**src/rtl/pi_digit_sequencer_if.sv**
```systemverilog
// Control and display-position bundle for pi_digit_sequencer.
// master: the side that drives run/step/rate and consumes the position.
// slave:  the sequencer itself.
interface pi_digit_sequencer_if #(
  parameter int RATE_W = 3
);
  logic              run;
  logic              step;
  logic [RATE_W-1:0] rate;
  logic [9:0]        group;
  logic [1:0]        sel;
  logic              dot;
  logic              blank;
  logic              wrap;

  modport master (
    output run, step, rate,
    input  group, sel, dot, blank, wrap
  );

  modport slave (
    input  run, step, rate,
    output group, sel, dot, blank, wrap
  );
endinterface

```
**src/rtl/pi_digit_sequencer.sv**
```systemverilog
// pi_digit_sequencer: paced position generator for the pi digit display.
// Walks (group, sel) through the densely packed triple table, inserting the
// decimal point once after the leading "3", with run/step control and a
// dwell of 2^rate cycles per item.
// Optional build macro PI_SEQ_BLANK_EN: adds a GAP state so every automatic
// advance is followed by one dwell period with blank=1. Without it, blank is
// tied low and items follow each other back to back.
module pi_digit_sequencer #(
  parameter int LAST_GROUP = 483,
  parameter int RATE_W     = 3
) (
  input logic                  clk,
  input logic                  reset,
  pi_digit_sequencer_if.slave  bus
);

  // Counter wide enough for the longest dwell (2^(2^RATE_W - 1) cycles).
  localparam int CNT_W = (1 << RATE_W) - 1;

`ifdef PI_SEQ_BLANK_EN
  typedef enum logic {SHOW = 1'b0, GAP = 1'b1} state_t;
`else
  typedef enum logic {SHOW = 1'b0} state_t;
`endif

  state_t           state_reg, state_next;
  logic [CNT_W-1:0] cnt_reg, cnt_next;
  logic [9:0]       group_reg, group_next;
  logic [1:0]       sel_reg, sel_next;
  logic             dot_reg, dot_next;
  logic             dot_done_reg, dot_done_next;
  logic             wrap_reg, wrap_next;
  logic             step_q_reg;

  logic [CNT_W-1:0] limit;
  logic             expire;
  logic             step_edge;
  logic             advance;

  // ">=" rather than "==" so that lowering rate mid-dwell expires at once
  // instead of letting the counter run past the new limit and wrap.
  assign limit     = CNT_W'((32'd1 << bus.rate) - 32'd1);
  assign expire    = (cnt_reg >= limit);
  assign step_edge = bus.step & ~step_q_reg;

  // Next-state, dwell counter and position-advance logic.
  always_comb begin
    state_next    = state_reg;
    cnt_next      = cnt_reg;
    group_next    = group_reg;
    sel_next      = sel_reg;
    dot_next      = dot_reg;
    dot_done_next = dot_done_reg;
    wrap_next     = 1'b0;
    advance       = 1'b0;

    case (state_reg)
      SHOW: begin
        if (bus.run) begin
          if (expire) begin
            cnt_next = '0;
            advance  = 1'b1;
`ifdef PI_SEQ_BLANK_EN
            state_next = GAP;
`endif
          end else begin
            cnt_next = cnt_reg + CNT_W'(1);
          end
        end else begin
          // Step mode: counter parked at zero, manual edges advance directly.
          cnt_next = '0;
          advance  = step_edge;
        end
      end
`ifdef PI_SEQ_BLANK_EN
      GAP: begin
        if (bus.run) begin
          if (expire) begin
            cnt_next   = '0;
            state_next = SHOW;
          end else begin
            cnt_next = cnt_reg + CNT_W'(1);
          end
        end else begin
          // Leaving run mid-gap: show the already-advanced item right away.
          cnt_next   = '0;
          state_next = SHOW;
        end
      end
`endif
      default: begin
        state_next = SHOW;
        cnt_next   = '0;
      end
    endcase

    if (advance) begin
      if (dot_reg) begin
        dot_next      = 1'b0;
        sel_next      = 2'd1;
        dot_done_next = 1'b1;
      end else if (group_reg == 10'd0 && sel_reg == 2'd0 && !dot_done_reg) begin
        dot_next = 1'b1;
      end else if (sel_reg == 2'd2) begin
        sel_next = 2'd0;
        if (group_reg == 10'(LAST_GROUP)) begin
          group_next    = 10'd0;
          wrap_next     = 1'b1;
          dot_done_next = 1'b0;
        end else begin
          group_next = group_reg + 10'd1;
        end
      end else begin
        sel_next = sel_reg + 2'd1;
      end
    end
  end

  // State, counter and registered outputs; reset abandons any dwell or gap.
  always_ff @(posedge clk or posedge reset) begin
    if (reset) begin
      state_reg    <= SHOW;
      cnt_reg      <= '0;
      group_reg    <= 10'd0;
      sel_reg      <= 2'd0;
      dot_reg      <= 1'b0;
      dot_done_reg <= 1'b0;
      wrap_reg     <= 1'b0;
      step_q_reg   <= 1'b0;
    end else begin
      state_reg    <= state_next;
      cnt_reg      <= cnt_next;
      group_reg    <= group_next;
      sel_reg      <= sel_next;
      dot_reg      <= dot_next;
      dot_done_reg <= dot_done_next;
      wrap_reg     <= wrap_next;
      step_q_reg   <= bus.step;
    end
  end

  assign bus.group = group_reg;
  assign bus.sel   = sel_reg;
  assign bus.dot   = dot_reg;
  assign bus.wrap  = wrap_reg;

`ifdef PI_SEQ_BLANK_EN
  logic blank_reg;

  // Blank follows the GAP state, registered alongside the position.
  always_ff @(posedge clk or posedge reset) begin
    if (reset) begin
      blank_reg <= 1'b0;
    end else begin
      blank_reg <= (state_next == GAP);
    end
  end

  assign bus.blank = blank_reg;
`else
  assign bus.blank = 1'b0;
`endif

endmodule

```
**src/flat_wrapper.sv**
```systemverilog
// flat-port wrapper written by rule: the top's interface ports become plain ports
module pi_digit_sequencer_flat 
#(
  parameter int LAST_GROUP = 483,
  parameter int RATE_W     = 3
)
  (clk, reset, bus_run, bus_step, bus_rate, bus_group, bus_sel, bus_dot, bus_blank, bus_wrap);
  pi_digit_sequencer_if #(.RATE_W(RATE_W)) bus_i ();
  input logic clk;
  input logic reset;
  input wire logic [$bits(bus_i.run)-1:0] bus_run;
  input wire logic [$bits(bus_i.step)-1:0] bus_step;
  input wire logic [$bits(bus_i.rate)-1:0] bus_rate;
  output wire logic [$bits(bus_i.group)-1:0] bus_group;
  output wire logic [$bits(bus_i.sel)-1:0] bus_sel;
  output wire logic [$bits(bus_i.dot)-1:0] bus_dot;
  output wire logic [$bits(bus_i.blank)-1:0] bus_blank;
  output wire logic [$bits(bus_i.wrap)-1:0] bus_wrap;
  assign bus_i.run = bus_run;
  assign bus_i.step = bus_step;
  assign bus_i.rate = bus_rate;
  assign bus_group = bus_i.group;
  assign bus_sel = bus_i.sel;
  assign bus_dot = bus_i.dot;
  assign bus_blank = bus_i.blank;
  assign bus_wrap = bus_i.wrap;
  pi_digit_sequencer #(.LAST_GROUP(LAST_GROUP), .RATE_W(RATE_W)) u_core (.clk(clk), .reset(reset), .bus(bus_i));
endmodule
```
**config.mk**
```make
export PLATFORM = sky130hd
export DESIGN_NAME = pi_digit_sequencer_flat
export DESIGN_NICKNAME = d
export VERILOG_FILES = /design/src/rtl/pi_digit_sequencer_if.sv /design/src/rtl/pi_digit_sequencer.sv /design/src/flat_wrapper.sv
export SDC_FILE = /design/constraint.sdc
export NUM_CORES = 1
export LEC_CHECK = 0
export BUFFER_PORTS_ARGS = -buffer_cell sky130_fd_sc_hd__buf_2
export CAP_MARGIN = 25
export CORE_MARGIN = 2
export CORE_UTILIZATION = 50
export CTS_BUF_LIST = sky130_fd_sc_hd__clkbuf_16
export DETAILED_ROUTE_END_ITERATION = 8
export GPL_ROUTABILITY_DRIVEN = 0
export PLACE_DENSITY = 0.76
export SYNTH_ARGS = -nofsm -noshare
export SYNTH_HDL_FRONTEND = slang
export SYNTH_SLANG_ARGS = --single-unit
export TNS_END_PERCENT = 30
```
**constraint.sdc**
```tcl
create_clock -name clk -period 1.9 [get_ports clk]
set_clock_uncertainty 0.1 [all_clocks]
set_input_delay 0.38 -clock clk [delete_from_list [all_inputs] [get_ports clk]]
set_output_delay 0.38 -clock clk [all_outputs]
set_load 0.01 [all_outputs]
```
### Yosys cells after proc, flatten, opt, wreduce, memory -nomap -nowiden

Index checks and enable logic that the tools add are counted.

* flip-flop bits (word level): 23
* bits of input ports: 7
* output and inout port bits: 15
* logic and storage cells: 49

* add/sub/neg operators: 4
* order comparisons: 1
* equal/unequal tests: 3
* shift-type cells: 1
* multiplexer cells: 19
* bitwise operators: 4
* reductions and logical operators: 10

Operators by type and width (count)
* $mux 7: 2
* $mux 1: 13
* $add 10x1->10 const B: 1
* $eq 10x9->1 const B: 1
* $logic_not 10->1: 1
* $mux 10: 1
* $reduce_and 4->1: 2
* $add 7x1->7 const B: 1
* $ge 7x7->1: 1
* $shl 1x3->7 const A: 1
* $sub 7x1->7 const B: 1
* $mux 2: 3
* $reduce_bool 2->1: 2
* $not 1->1: 3
* $add 2x1->2 const B: 1
* $eq 2x2->1 const B: 1
* $logic_and 1x1->1: 2
* $logic_not 2->1: 1
* $ne 2x1->1 const B: 1
* $reduce_and 2->1: 1
* $and 1x1->1: 1
* $logic_not 1->1: 1

### Longest topological paths before layout

Gate-level depths: netlist of run 1.

* depth after elaboration: 6
* depth in mapped cells: 8
* depth with buffers taken out: 7

### Worst setup path before layout of run 1

OpenSTA, ideal clock, no wires.

* kind: input to register
* start point: in bus_rate[1]
* end point: reg u_core.group_reg[7], in the netlist u_core.bus.group[7]
* setup time: 0.103 ns
* data arrival time: 2.118 ns
* data required time: 1.697 ns
* setup slack: -0.422 ns
* cell stages on the path: 7
* buffers on the path: 0
* path through: or3_1 ha_1 nand2b_1 a211oi_1 o211a_1 or3_4 o41ai_2

* cells in the longest elaborated chain, start to end: 6

Ends and longest elaborated chain
* start, declared: line flat_wrapper.sv:13 `input wire logic [$bits(bus_i.rate)-1:0] bus_rate;`
* $shl 1x3->7: line pi_digit_sequencer.sv:42 `assign limit = CNT_W'((32'd1 << bus.rate) - 32'd1);`
* $sub 7x1->7: line pi_digit_sequencer.sv:42
* $ge 7x7->1: line pi_digit_sequencer.sv:43 `assign expire = (cnt_reg >= limit);`
* $mux 1: line pi_digit_sequencer.sv:60 `if (expire) begin`
* $mux 1: line pi_digit_sequencer.sv:59 `if (bus.run) begin`
* $reduce_and 4->1 (no line)
* end signal, assigned: line pi_digit_sequencer.sv:133 `group_reg <= group_next;`
* end, declared: line pi_digit_sequencer.sv:28 `logic [9:0] group_reg, group_next;`

No other way between the ends.
A chain may end at the register's enable or synchronous reset.

### Final worst setup path of run 1

* start point: in bus_rate[1]
* end point: reg u_core.group_reg[2], in the netlist u_core.bus.group[2]

The elaborated chain is that of the path after synthesis.

==> flow_metrics.py, run 1 <==
metrics = {
    "run_status": {
        "status": "finished, violations left",
        "failed_checks": "negative setup slack",
    },
    "setup_path": {
        "arrival_ns": 2.14,
        "path_class": "input pin to flop",
        "end_kind": "flop",
        "worst_setup_path_start_kind": "input pin",
        "worst_ep_required_time_ns": 1.94,
        "path_max_fanout": 6,
    },
    "synthesis": {
        "synth_ff_type": "dfrtp_1",
        "synth_area_per_cell_um2": 9.82,
        "async_flop_share_pct": 100,
        "syn_inst": 138,
        "synth_fp_nets": 155,
        "postSynthRegisterBits": 23,
        "ys_types": 38,
        "yosys_warnings": 0,
        "synth_top_cell_by_area": "dfrtp_1",
        "yosys.cell_count.top_type": "dfrtp_1",
        "synth_top_cell_area_share_pct": 42.5,
        "syn_area_um2": 1360,
        "synth_commonest_cells": "dfrtp_1, nor2_1, ha_1, o31ai_1, nand3_1",
        "synth_edf_count": 0,
        "seq_area_frac_synth_pct": 42.5,
        "ys_top_cells_by_area": "dfrtp_1, ha_1, o31ai_1",
    },
    "sta": {
        "post-route-period-util_pct": 111,
        "setup_violations": 22,
        "rsz0062_at_grt": "yes",
        "finalCriticalPeriod_ns": 2.10,
        "max_freq_mhz": 476,
        "setup_slack_ns": -0.200,
        "finalSetupTns_ns": -2.50,
        "hold_viol": 0,
        "report.final.slew_viol_count": 0,
    },
    "clock_tree": {
        "clock_latency_ns": 0.25,
        "root_buffer": "clkbuf_16",
        "cts-hold-fix-buffers": 0,
        "clk_pin_slew_worst_paths_ns": 0.06,
        "cts_buffers": 3,
        "clk_path_buf_depth": 2,
        "htree_levels": 1,
        "cts_tree": "yes",
        "cts_sinks": 23,
    },
    "routing": {
        "wirelength_um": 3400,
        "first_pass_iters": 4,
        "drtAntennaViolNets": 0,
        "drtIter0Drc": 49,
        "drc": 0,
        "via_per_inst": 5.78,
        "via_count": 1259,
        "wl_per_cell_um": 15.6,
    },
    "grt": {
        "grt_pass1_vias": 1228,
        "grt_pass1_wl_um": 5660,
        "gr-total-overflow": 0,
        "grt_max_degree": 24,
        "antenna_found_initial": 0,
        "grt_usage_pct": 22.2,
    },
    "finish": {
        "largest_reg_flops": 10,
        "final_nets": 206,
        "n_antenna_cell": 0,
        "synthToLayoutAreaGrowth_pct": 39.9,
        "stdcell_count": 218,
        "drive_above_1_share_pct": 42.0,
        "stdcell_area_um2": 1900,
        "fin_util_pct": 75.1,
    },
    "pwr": {
        "p_clk_share_pct": 27.1,
        "pwr-share-seq_pct": 37.7,
        "p_per_area_nw_per_um2": 870,
        "leakagePower_nw": 0.938,
        "switchingPower_w": 0.000532,
        "intPower_w": 0.00112,
        "netSwitchingFraction_pct": 32.3,
        "max-vdd-ir-drop_mv": 0.989,
        "p_comb_share_pct": 35.2,
    },
    "placed_design": {
        "dp_slack_ns": -0.594,
        "dp_hpwl_um": 2420,
        "portBuffers": 20,
        "dp_cells": 212,
        "place_area_um2": 1690,
    },
    "floorplanning": {
        "core_um2": 2520,
        "die_h_um": 56.1,
        "dieArea_um2": 3140,
        "start_util_pct": 53.7,
        "ios": 22,
        "rows": 18,
        "dieWidth_um": 56.1,
    },
    "min_path": {
        "hp-class": "input pin to async pin",
    },
    "job": {
        "drv_cap": 0,
    },
}
## final timing paths
path / from / to / slack (ns) / cells past startpoint
max in group asynchronous: reset / u_core.bus.group[9] / 1.41 / 3
min in group clk: bus_step / u_core.step_q_reg / 0.15 / 1
worst max-delay path: bus_rate[1] / u_core.bus.group[2] / -0.20 / 8
worst min register to register: u_core.bus.group[4] / u_core.bus.group[4] / 0.41 / 1
worst max register to register: u_core.cnt_reg[6] / u_core.bus.group[7] / -0.15 / 6
worst min-delay path: reset / u_core.step_q_reg / 0.06 / 3
## repair_timing
action | in CTS | in global routing
pin swaps | 8 | 3
setup buffers | 1 | 1
resized for setup | 14 | 11
setup endpoints to repair | 20 | 22
## power groups by stage
stage          clock (W)  sequential, W  combinational, W
2_1_floorplan          0       0.000671          0.000240
5_1_grt         0.000473       0.000633          0.000628
3_5_place_dp           0       0.000627          0.000514
3_3_place_gp           0       0.000623          0.000498
6_report        0.000446       0.000622          0.000581
4_1_cts         0.000446       0.000621          0.000545
## layer usage
layer	vias up	share of wire, %	GRT usage (%)	wire [um]
met5	-	0	0	0
met2	32	53	37.8	1790
met1	622	43	29.0	1450
met4	0	1.0	6.46	34
met3	7	3.7	3.49	126
li1	598	-	-	-
## critical path: stages
cell and delay (ns):
buf_6 0.09, or3_1 0.37, ha_1 0.27, nand2b_4 0.15, a211oi_4 0.26, o211a_4 0.24, nor3b_2 0.07, mux2_4 0.31
## final cells by class
cell class              instances  area, um2
clock buffers                   3       75.1
clock inverters                 1       3.75
fillers                       162        627
inverters                       6       22.5
multi-input cells             104        838
flip-flops and latches         23        576
well taps                      30       37.5
repair buffers                 51        343
## logic make-up after synthesis
kind of cell	after synthesis	share of synthesized area (%)
and+or+nand+nor	53	21.4
buffers and inverters	11	4.15
other	1	0.277
xor gates and xnor gates	7	4.52
DFF	23	42.5
adders and majority gates	10	9.23
muxes	3	2.49
AOI/OAI and AO/OA	30	15.4
## cell usage in the layout, fill, tap and decap left out, types with 2 or more instances in the layout
cell type,n
nand2_1,4
xor2_1,4
dfrtp_1,23
o31ai_4,2
a31oi_1,2
nor3b_1,3
o31ai_1,2
xnor2_1,3
o21ai_1,3
o211ai_1,2
buf_2,19
clkbuf_16,3
o21ai_0,3
ha_1,10
nor2_1,10
nand3_1,9
nor2_2,5
nand2b_1,3
a21oi_1,4
mux2_2,2
buf_4,30
o31ai_2,6
buf_6,2
and3_1,6
inv_1,7
## through the flow
stage | total power [W] | hold WS, ns
floorplan | 0.000911 | 0.282
global placement | 0.00112 | 0.332
detailed placement | 0.00114 | 0.335
CTS | 0.00161 | 0.0661
global route | 0.00173 | 0.0924
finish | 0.00165 | 0.0579
(Power assumes the default switching activity.)
==> run 2, diff against run 1 <==
--- a/config.mk
+++ b/config.mk
@@ -7,12 +7,12 @@
 export LEC_CHECK = 0
 export BUFFER_PORTS_ARGS = -buffer_cell sky130_fd_sc_hd__buf_2
 export CAP_MARGIN = 25
-export CORE_MARGIN = 2
+export CORE_MARGIN = 1.5
 export CORE_UTILIZATION = 50
 export CTS_BUF_LIST = sky130_fd_sc_hd__clkbuf_16
 export DETAILED_ROUTE_END_ITERATION = 8
 export GPL_ROUTABILITY_DRIVEN = 0
-export PLACE_DENSITY = 0.76
+export PLACE_DENSITY = 0.73
 export SYNTH_ARGS = -nofsm -noshare
 export SYNTH_HDL_FRONTEND = slang
 export SYNTH_SLANG_ARGS = --single-unit
==> constraint.sdc (replaced) <==
create_clock -name clk -period 2.65 [get_ports clk]
set_clock_uncertainty 0.1 [all_clocks]
set_input_delay 0.53 -clock clk [delete_from_list [all_inputs] [get_ports clk]]
set_output_delay 0.53 -clock clk [all_outputs]
set_load 0.01 [all_outputs]
==> run 2 against run 1 <==
- the flow now finishes without violations
- critical path depth did not move
- global-route usage rose by 0.42 points
- power fell by 35%
- first-iteration DRC count fell by 24%
- die area fell by 3.5%
- sequential power fell by 24%
- register-to-register slack improved by 0.52 ns
- final cell count fell by 12%
- critical path type unchanged
==> flow_metrics.py, run 2 (synthesis results as in run 1) <==
metrics = {
    "run_status": {
        "status": "complete, no violations",
    },
    "setup_path": {
        "worst_setup_path_start_kind": "input pin",
        "end_kind": "flop",
        "worst_ep_required_time_ns": 2.71,
        "path_class": "input pin to flop",
        "arrival_ns": 2.53,
        "path_max_fanout": 6,
    },
    "pwr": {
        "leakagePower_nw": 0.789,
        "power_w": 0.00107,
        "p_per_area_nw_per_um2": 681,
        "max-vdd-ir-drop_mv": 0.598,
    },
    "clock_tree": {
        "htree_levels": 1,
        "clk_path_buf_depth": 2,
        "cts_tree": "yes",
        "cts-hold-fix-buffers": 0,
        "cts_sinks": 23,
        "root_buffer": "clkbuf_16",
        "clk_pin_slew_worst_paths_ns": 0.06,
        "cts_buffers": 3,
        "post-cts-setup-buffers": 0,
        "clock_latency_ns": 0.26,
        "cts_resized": 0,
    },
    "sta": {
        "post-route-period-util_pct": 93.3,
        "finalCriticalPeriod_ns": 2.47,
        "rsz0062_at_grt": "no",
        "hold_viol": 0,
        "relSlewSlack_pct": 42.7,
        "hold_ws_ns": 0.291,
        "finalSetupTns_ns": 0,
        "worstMarginPinSlew_ns": 0.858,
        "max_freq_mhz": 405,
        "setup_violations": 0,
        "report.final.slew_viol_count": 0,
    },
    "finish": {
        "nFillCells": 231,
        "stdcell_area_um2": 1580,
        "final_nets": 180,
        "seq_area_um2": 576,
        "final_common_cell": "dfrtp_1",
        "multi_input_area_um2": 723,
        "drive_above_1_share_pct": 20.4,
        "largest_reg_flops": 10,
        "synthToLayoutAreaGrowth_pct": 16.3,
        "stdcell_count": 192,
        "final_cell_mix": "dfrtp_1, buf_2, nor2_1",
        "n_antenna_cell": 0,
    },
    "routing": {
        "drtIter0Drc": 37,
        "wirelength_um": 2810,
        "via_count": 1119,
        "drc": 0,
        "via_per_inst": 5.83,
        "wl_per_cell_um": 14.6,
        "first_pass_iters": 4,
        "drtAntennaViolNets": 0,
    },
    "placed_design": {
        "dp_hpwl_um": 2090,
        "portBuffers": 20,
        "dp_cells": 188,
        "place_area_um2": 1500,
    },
    "floorplanning": {
        "dieWidth_um": 55.1,
        "start_util_pct": 53.7,
        "rows": 18,
        "ios": 22,
        "dieArea_um2": 3030,
        "die_h_um": 55.1,
        "core_um2": 2520,
    },
    "grt": {
        "grt_pass1_vias": 1080,
        "antenna_found_initial": 0,
        "gr-total-overflow": 0,
        "grt_usage_pct": 22.6,
        "grt_pass1_wl_um": 4790,
        "grt_max_degree": 24,
    },
    "job": {
        "drv_cap": 0,
    },
    "min_path": {
        "hp-class": "input pin to flop",
    },
}
==> run 2: cell count changes in the layout (fill, tap and decap cells not counted), sizes merged <==
cell,delta
buf,-26
==> run 2: metrics by stage <==
step | setup slack (ns) | util [%]
6_report | 0.178 | 62.5
3_5_place_dp | -0.0823 | 59.3
3_3_place_gp | 0.0178 | 59.3
5_1_grt | 0.0809 | 62.5
2_1_floorplan | 0.178 | -
4_1_cts | 0.177 | 62.5
==> run 2: critical path, stage by stage <==
cell      delay, ns
buf_2          0.10
or3_1          0.37
ha_1           0.27
nand2b_1       0.11
a211oi_1       0.09
o211a_1        0.28
or3_4          0.44
o41ai_2        0.32
==> run 2: path summary, 6_finish.rpt <==
path | startpoint | to | slack [ns] | depth (start not counted)
max in group asynchronous | reset | u_core.cnt_reg[3] | 1.58 | 2
min reg2reg | u_core.cnt_reg[0] | u_core.cnt_reg[0] | 0.38 | 1
min in group asynchronous | reset | u_core.dot_done_reg | 0.34 | 2
max | bus_rate[1] | u_core.bus.group[7] | 0.18 | 8
max reg2reg | u_core.cnt_reg[4] | u_core.bus.group[7] | 0.37 | 6
min | bus_step | u_core.step_q_reg | 0.29 | 1
==> run 2: area by class of cell <==
cell class,instances,area share (%)
clock buffer,3,4.77
multi-input combinational,104,45.9
inverter,6,1.43
sequential,23,36.5
tap,30,2.38
timing repair buffer,25,8.74
clock inverter,1,0.238
==> run 2: routing by layer <==
layer | vias to the layer above | global-route usage [%] | share of wire [%]
li1 | 550 | - | -
met5 | - | 0 | 0
met1 | 531 | 29.1 | 48
met2 | 33 | 35.3 | 44
met4 | 0 | 11.0 | 1.8
met3 | 5 | 5.91 | 6.0
==> run 2: power breakdown <==
| group | internal, W | switching [W] |
|---|---|---|
| Clock | 0.000202 | 0.000122 |
| Sequential | 0.000402 | 0.0000697 |
| Combinational | 0.000127 | 0.000150 |
